`src/rtl/ppu_vga_scanout.sv`:
```
// ppu_vga_scanout
//   Read side of the PPU frame buffer. Generates 640x480@60 VGA timing,
//   reads the 256x240 NES image from vga_mem and shows it 2x-scaled in a
//   centred 512x480 window, with BORDER_COLOR in the remaining visible
//   columns. Signals the PPU when vertical blank starts.
//
// Parameters
//   CLK_DIV       clk cycles per pixel tick (>= 2, so vga_data settles
//                 between the address tick and the colour tick)
//   BORDER_COLOR  RGB332 colour for visible pixels outside the window
//   V_ACTIVE, V_FRONT, V_SYNC, V_BACK
//                 vertical geometry in lines (defaults are 640x480@60)
//
// Ports
//   clk          system clock
//   rst          asynchronous reset, active-low
//   scan_en      scanout enable; low holds counters and outputs idle
//   vga_row      vga_mem read row    (v >> 1)
//   vga_col      vga_mem read column ((h - 64) >> 1)
//   vga_data     vga_mem read data, one clk after the address
//   vga_hsync    horizontal sync, active-low
//   vga_vsync    vertical sync, active-low
//   vga_r/g/b    RGB332 pixel colour
//   vga_de       display enable on active video pixels
//   vblank       vertical counter is in the blanking region
//   frame_start  one-clk pulse when vertical blank begins

module ppu_vga_scanout #(
    parameter int unsigned CLK_DIV      = 2,
    parameter logic [7:0]  BORDER_COLOR = 8'h00,
    parameter int unsigned V_ACTIVE     = 480,
    parameter int unsigned V_FRONT      = 10,
    parameter int unsigned V_SYNC       = 2,
    parameter int unsigned V_BACK       = 33
) (
    input  logic       clk,
    input  logic       rst,
    input  logic       scan_en,
    output logic [9:0] vga_row,
    output logic [9:0] vga_col,
    input  logic [7:0] vga_data,
    output logic       vga_hsync,
    output logic       vga_vsync,
    output logic [2:0] vga_r,
    output logic [2:0] vga_g,
    output logic [1:0] vga_b,
    output logic       vga_de,
    output logic       vblank,
    output logic       frame_start
);

    localparam int unsigned DIV_W = $clog2(CLK_DIV);
    localparam logic [DIV_W-1:0] DIV_LAST = DIV_W'(CLK_DIV - 1);

    // Horizontal geometry, in pixel ticks.
    localparam logic [9:0] H_ACT       = 10'd640;
    localparam logic [9:0] H_SYNC_BEG  = 10'd656;
    localparam logic [9:0] H_SYNC_END  = 10'd752;
    localparam logic [9:0] H_LAST      = 10'd799;
    localparam logic [9:0] WIN_X0      = 10'd64;
    localparam logic [9:0] WIN_X1      = 10'd576;

    // Vertical geometry, in lines.
    localparam logic [9:0] V_ACT       = 10'(V_ACTIVE);
    localparam logic [9:0] V_LAST_VIS  = 10'(V_ACTIVE - 1);
    localparam logic [9:0] V_SYNC_BEG  = 10'(V_ACTIVE + V_FRONT);
    localparam logic [9:0] V_SYNC_END  = 10'(V_ACTIVE + V_FRONT + V_SYNC);
    localparam logic [9:0] V_LAST      = 10'(V_ACTIVE + V_FRONT + V_SYNC + V_BACK - 1);

    logic [DIV_W-1:0] div_cnt;
    logic             tick;
    logic [9:0]       h;
    logic [9:0]       v;

    // Decode of the current counter position.
    logic in_win, vis, hs_raw, vs_raw;

    // Stage 1: decode registered alongside the memory address.
    logic in_win_d, vis_d, hs_raw_d, vs_raw_d;

    // Stage 2: pin registers.
    logic [7:0] color_q;
    logic [7:0] color_next;
    logic       de_q, hsync_q, vsync_q;
    logic       frame_start_q;

    assign tick = scan_en && (div_cnt == DIV_LAST);

    // NOTE: sequential state uses non-blocking assignments so every register
    // samples pre-edge values, independent of block ordering.
    always_ff @(posedge clk or negedge rst) begin
        if (!rst) begin
            div_cnt <= '0;
        end else if (!scan_en || tick) begin
            div_cnt <= '0;
        end else begin
            div_cnt <= div_cnt + DIV_W'(1);
        end
    end

    always_ff @(posedge clk or negedge rst) begin
        if (!rst) begin
            h <= '0;
            v <= '0;
        end else if (!scan_en) begin
            h <= '0;
            v <= '0;
        end else if (tick) begin
            if (h == H_LAST) begin
                h <= '0;
                v <= (v == V_LAST) ? 10'd0 : v + 10'd1;
            end else begin
                h <= h + 10'd1;
            end
        end
    end

    assign in_win = (h >= WIN_X0) && (h < WIN_X1) && (v < V_ACT);
    assign vis    = (h < H_ACT) && (v < V_ACT);
    assign hs_raw = (h >= H_SYNC_BEG) && (h < H_SYNC_END);
    assign vs_raw = (v >= V_SYNC_BEG) && (v < V_SYNC_END);

    // Address registers only move inside the window, so each NES column is
    // presented for two ticks and each NES row for two lines.
    always_ff @(posedge clk or negedge rst) begin
        if (!rst) begin
            vga_row <= '0;
            vga_col <= '0;
        end else if (!scan_en) begin
            vga_row <= '0;
            vga_col <= '0;
        end else if (tick && in_win) begin
            vga_row <= v >> 1;
            vga_col <= (h - WIN_X0) >> 1;
        end
    end

    always_ff @(posedge clk or negedge rst) begin
        if (!rst) begin
            in_win_d <= 1'b0;
            vis_d    <= 1'b0;
            hs_raw_d <= 1'b0;
            vs_raw_d <= 1'b0;
        end else if (!scan_en) begin
            in_win_d <= 1'b0;
            vis_d    <= 1'b0;
            hs_raw_d <= 1'b0;
            vs_raw_d <= 1'b0;
        end else if (tick) begin
            in_win_d <= in_win;
            vis_d    <= vis;
            hs_raw_d <= hs_raw;
            vs_raw_d <= vs_raw;
        end
    end

    // NOTE: the default assignment comes first so every path drives
    // color_next and no latch is inferred.
    always_comb begin
        color_next = 8'h00;
        if (in_win_d) begin
            color_next = vga_data;
        end else if (vis_d) begin
            color_next = BORDER_COLOR;
        end
    end

    // vga_data already reflects the stage-1 address: it was issued one tick
    // (>= 2 clk) earlier and the memory needs only one clk.
    always_ff @(posedge clk or negedge rst) begin
        if (!rst) begin
            color_q <= 8'h00;
            de_q    <= 1'b0;
            hsync_q <= 1'b1;
            vsync_q <= 1'b1;
        end else if (!scan_en) begin
            color_q <= 8'h00;
            de_q    <= 1'b0;
            hsync_q <= 1'b1;
            vsync_q <= 1'b1;
        end else if (tick) begin
            color_q <= color_next;
            de_q    <= vis_d;
            hsync_q <= ~hs_raw_d;
            vsync_q <= ~vs_raw_d;
        end
    end

    // Set by the tick that moves (799, last visible line) into blanking, so
    // the pulse occupies the clk right after that edge, together with vblank.
    always_ff @(posedge clk or negedge rst) begin
        if (!rst) begin
            frame_start_q <= 1'b0;
        end else if (!scan_en) begin
            frame_start_q <= 1'b0;
        end else begin
            frame_start_q <= tick && (h == H_LAST) && (v == V_LAST_VIS);
        end
    end

    // Gating with scan_en makes the idle levels appear as soon as scanout is
    // disabled rather than on the next clock.
    assign vga_hsync   = hsync_q | ~scan_en;
    assign vga_vsync   = vsync_q | ~scan_en;
    assign vga_de      = de_q & scan_en;
    assign vga_r       = scan_en ? color_q[7:5] : 3'd0;
    assign vga_g       = scan_en ? color_q[4:2] : 3'd0;
    assign vga_b       = scan_en ? color_q[1:0] : 2'd0;
    assign frame_start = frame_start_q & scan_en;
    assign vblank      = scan_en && (v >= V_ACT);

endmodule

```
`config.mk`:
```
export PLATFORM = sky130hd
export DESIGN_NAME = ppu_vga_scanout
export DESIGN_NICKNAME = d
export VERILOG_FILES = /design/src/rtl/ppu_vga_scanout.sv
export SDC_FILE = /design/constraint.sdc
export NUM_CORES = 1
export LEC_CHECK = 0
export ABC_AREA = 1
export ABC_CLOCK_PERIOD_IN_PS = 1500
export BUFFER_PORTS_ARGS = -buffer_cell sky130_fd_sc_hd__buf_2
export CAP_MARGIN = 20
export CELL_PAD_IN_SITES_DETAIL_PLACEMENT = 1
export CELL_PAD_IN_SITES_GLOBAL_PLACEMENT = 1
export CORE_UTILIZATION = 39
export CTS_BUF_LIST = sky130_fd_sc_hd__clkbuf_4
export DETAILED_ROUTE_END_ITERATION = 6
export GPL_TIMING_DRIVEN = 0
export PLACE_DENSITY_LB_ADDON = 0.1
export SYNTH_ARGS = -nofsm -noshare
export SYNTH_HDL_FRONTEND = slang
export SYNTH_SLANG_ARGS = --single-unit
```
`constraint.sdc`:
```
create_clock -name clk -period 1.5 [get_ports clk]
set_input_delay 0.075 -clock clk [delete_from_list [all_inputs] [get_ports clk]]
set_output_delay 0.075 -clock clk [all_outputs]
set_load 0.03 [all_outputs]
```
==> summary.md <==
| Metric | Value |
|---|---|
| Status | finished, violations left |
| Failing checks | negative setup slack |
| WHS Path Cells | 3 |
| Cell count after synthesis | 374 |
| Post-route clock period utilization | 105% |
| Relative slew margins | a little over 60% |
| WS Path Type | reg2reg |
| CTS tree | done |
| Pre-CTS setup slack | -358 ps |
| Ys flop type | dfrtp_1 |
| Area growth syn-to-layout | 32.1% |
| Worst path bufs/invs | 2 |
| Critical Path AT | between 1500 and 2000 ps |
| Via count | 2,719 |
| Setup crit start kind | register |
| CTS clk-pin slew, worst paths | approximately 180 ps |
| Layout filler cell count | slightly above 900 |
| Leak | between 2 and 2.5 nW |
| DR vias/cell | 4.87 |
| I/O Buffers | 41 |
| Post-synth EDFFs | 0 |
| Seq/Total Area, Yosys | between 40% and 50% |
| Average wire per standard cell | between 15 and 20 microns |
| Area of the multi-input gates | approximately 1400 sq um |
| Setup_tns | -1080 ps |
| Mapped Area | 2920 sq um |
| Top post-synthesis cells by area | dfrtp_1 45%, nand2_1 12%, nand3_1 8.4% |
| Total CTS buffers | 5 |
| Fin Hold WS | 91.1 ps |
| Fin area | just under 4000 sq um |
| Hold crit path type | in2reg |
| Final setup violation count | 28 |
| Die Span X | a little under 90 microns |
| Cell taking the most area after synthesis | dfrtp_1 |
| Achievable frequency | between 600 and 700 MHz |
| Chip Height | between 80 and 90 microns |
| IO Pins | 44 |
| Top delay family on crit path | simple AND/OR/NAND/NOR gates |
| Final HPWL DP | 5630 microns |
| Placed insts | 516 |
| Setup slack after layout | -77.0 ps |
| Starting Density | 40.2% |
| Power Dens Cells | 668 nW/um^2 |
| Longest Clk Path Bufs | 2 |
| CTS root buffer | clkbuf_4 |
| Vias in the first global route | between 2,000 and 3,000 |
| # DRC | 0 |
| Finished Layout Cells | 558 |
| Yosys top cell area share | a little under half |
| Met3 usage | ~3.2% |
| Area after DPL | 3280 sq um |
| Reg-to-reg startpoint | h[0] |
| Synth async-reset ratio | 100% |
| Min-Delay Startpoint | scan_en |
| Slowest stage delay, CP | ~450 ps |
| Met1 Usage GRT | around a third |
| Syn avg cell area | 7.80 sq um |
| Die footprint | between 7000 and 8000 sq um |
| Top cells by count, synth | 96 x nand2_1, 53 x dfrtp_1, 49 x nand3_1 |
| Layout cells sized above 1 | about 34% |
| R2R Path End | v[9] |
| Reg2Reg Depth | 9 |
| WP data required | roughly 1900 ps |
| Slew @ Worst Pin | roughly 570 ps |
| Fin nets | approximately 480 |
| RSZ-0062 raised after global routing | yes |
| Worst skew pair latency | between 300 and 400 ps |
| Core Rows | 31 |
| Clock sinks | between 50 and 60 |
| Total Wirelength | 8480 microns |
| FF-to-FF setup slack | -80 ps |
| Seq. cell area | about 1400 sq um |
| Grt met2 use | 34.8% |
| Crit end category | register |
| Maximum vdd drop | between 0.0004 and 0.0005 V |
| Pre-antenna DRT Iters | 4 |
| Clock Skews | roughly 17 ps |
| Gr ovfl total | 0 |
| Hold Crit Endpoint | h[0] |
| Max cap viols | 0 |
| Most common cell in the netlist | nand2_1 |
| First-pass GRT wire length | ~13,000 microns |
| RePlAce Congestion | 0.823 |
| Flops & latches, synth | 55 |
| Post-layout min period | 1580 ps |
| Synth unique cells | 31 |
| # diodes | 0 |
| Finished Core Util | between 50 and 60% |
| DRT antenna net count | 0 |
| Max Slew Vio Count | 0 |
| H-tree depth | 2 |
| Tot Pwr | around 2.6 mW |
| Overall Global Routing Usage | roughly 22% |
| Critical-path top delay cell | dfrtp_1 |
| Core ar. | ~7300 sq um |
| Final hold viol count | 0 |
| Number of DRC markers in iteration 0 | 119 |
| Largest net degree at the start of global routing | 33 |
| Yosys warns | 0 |
| CP max FO | 4 |
| CP cell instances | ha_2 > nand2_1 > nor2_2 > nand3_2 > nand2_4 > buf_4 > buf_4 > nand4_1 > nand2_1 |
| Gr busiest metal | met2 |
| Antenna violations before repair | 0 |
cells by family (layout without fill, tap and decap cells):
family                   after synthesis  count (layout)  synth area share, %
AND/OR/NAND/NOR                      199             199                 30.2
buffers and inverters                 69             153                 10.8
flip-flops                            55              55                 47.2
AO/OA/AOI/OAI                         39              39                 7.20
adder cells (fa/ha/maj)                9               9                 3.86
XOR/XNOR                               2               2                0.600
other                                  1               2                0.128
repair_timing:
| item | CTS | global route |
|---|---|---|
| endpoints found under the hold margin | 30 | 0 |
| pin swaps | 7 | 24 |
| hold buffers | 9 | 0 |
| cloned | 0 | 1 |
| setup buffers | 16 | 9 |
| endpoints found under the setup margin | 39 | 39 |
| gates resized for setup | 27 | 44 |
cell usage in the layout (no fill, tap or decap), drive strengths merged, types with 2 or more instances in the layout:
cell | Yosys | routed
ha | 9 | 9
o21ai | 29 | 29
nand3 | 50 | 50
buf | 20 | 86
nand4 | 7 | 7
nor2 | 31 | 31
a31oi | 2 | 2
a22oi | 2 | 2
a21oi | 5 | 5
dfstp | 2 | 2
nor4 | 3 | 3
nor3 | 5 | 5
dlygate4sd3 | 0 | 9
nand2 | 101 | 101
inv | 49 | 50
conb | 1 | 2
clkbuf | 0 | 6
dfrtp | 53 | 53
clkinv | 0 | 2
xor2 | 2 | 2
how the worst max path moves through the flow:
stage / cells past startpoint / endpoint / slack (ps) / startpoint
detailed placement: 10 / v[4] / -360 / h[6]
global route: 9 / v[9] / -160 / h[0]
floorplan: 10 / v[3] / 5 / h[6]
CTS: 11 / vga_row[3] / -80 / h[1]
global placement: 10 / v[7] / -330 / h[6]
finish: 9 / v[9] / -80 / h[0]
registers in the layout, summed over array words and instances, names as in the netlist:
signal and flops:
vs_raw_d 1, div_cnt 1, in_win_d 1, vsync_q 1
de_q 1, vis_d 1, h 10, v 10
vga_col 9, hs_raw_d 1, vga_row 9, color_q 8
hsync_q 1, frame_start_q 1
worst register-to-register path, delay by kind of cell, from the launching register on:
| family | cells | cell delay [ps] |
|---|---|---|
| AND/OR/NAND/NOR | 6 | 620 |
| adder cells (fa/ha/maj) | 1 | 220 |
| buffers and inverters | 2 | 240 |
| flip-flops | 1 | 450 |
where the power goes:
part           internal (mW)  switching, mW  total, mW
Sequential              1.51         0.0349       1.55
Combinational          0.136          0.186      0.322
Clock                  0.191          0.516      0.707
Total                   1.84          0.736       2.58
per-layer routing:
layer | vias to the layer above | share of wire, %
met5 | - | 0
met4 | 0 | 0.73
met3 | 6 | 2.8
met2 | 42 | 46
met1 | 1315 | 51
li1 | 1356 | -
area by class of cell:
type / count / area share, %
Inverter: 49 / 4.97
Sequential cell: 55 / 35.9
Tap cell: 99 / 3.21
Multi-Input combinational cell: 251 / 37.2
Clock buffer: 5 / 0.974
Timing Repair Buffer: 77 / 13.7
Buffer: 19 / 3.47
Clock inverter: 3 / 0.584
Note: power is estimated with default switching activity, not from simulation.
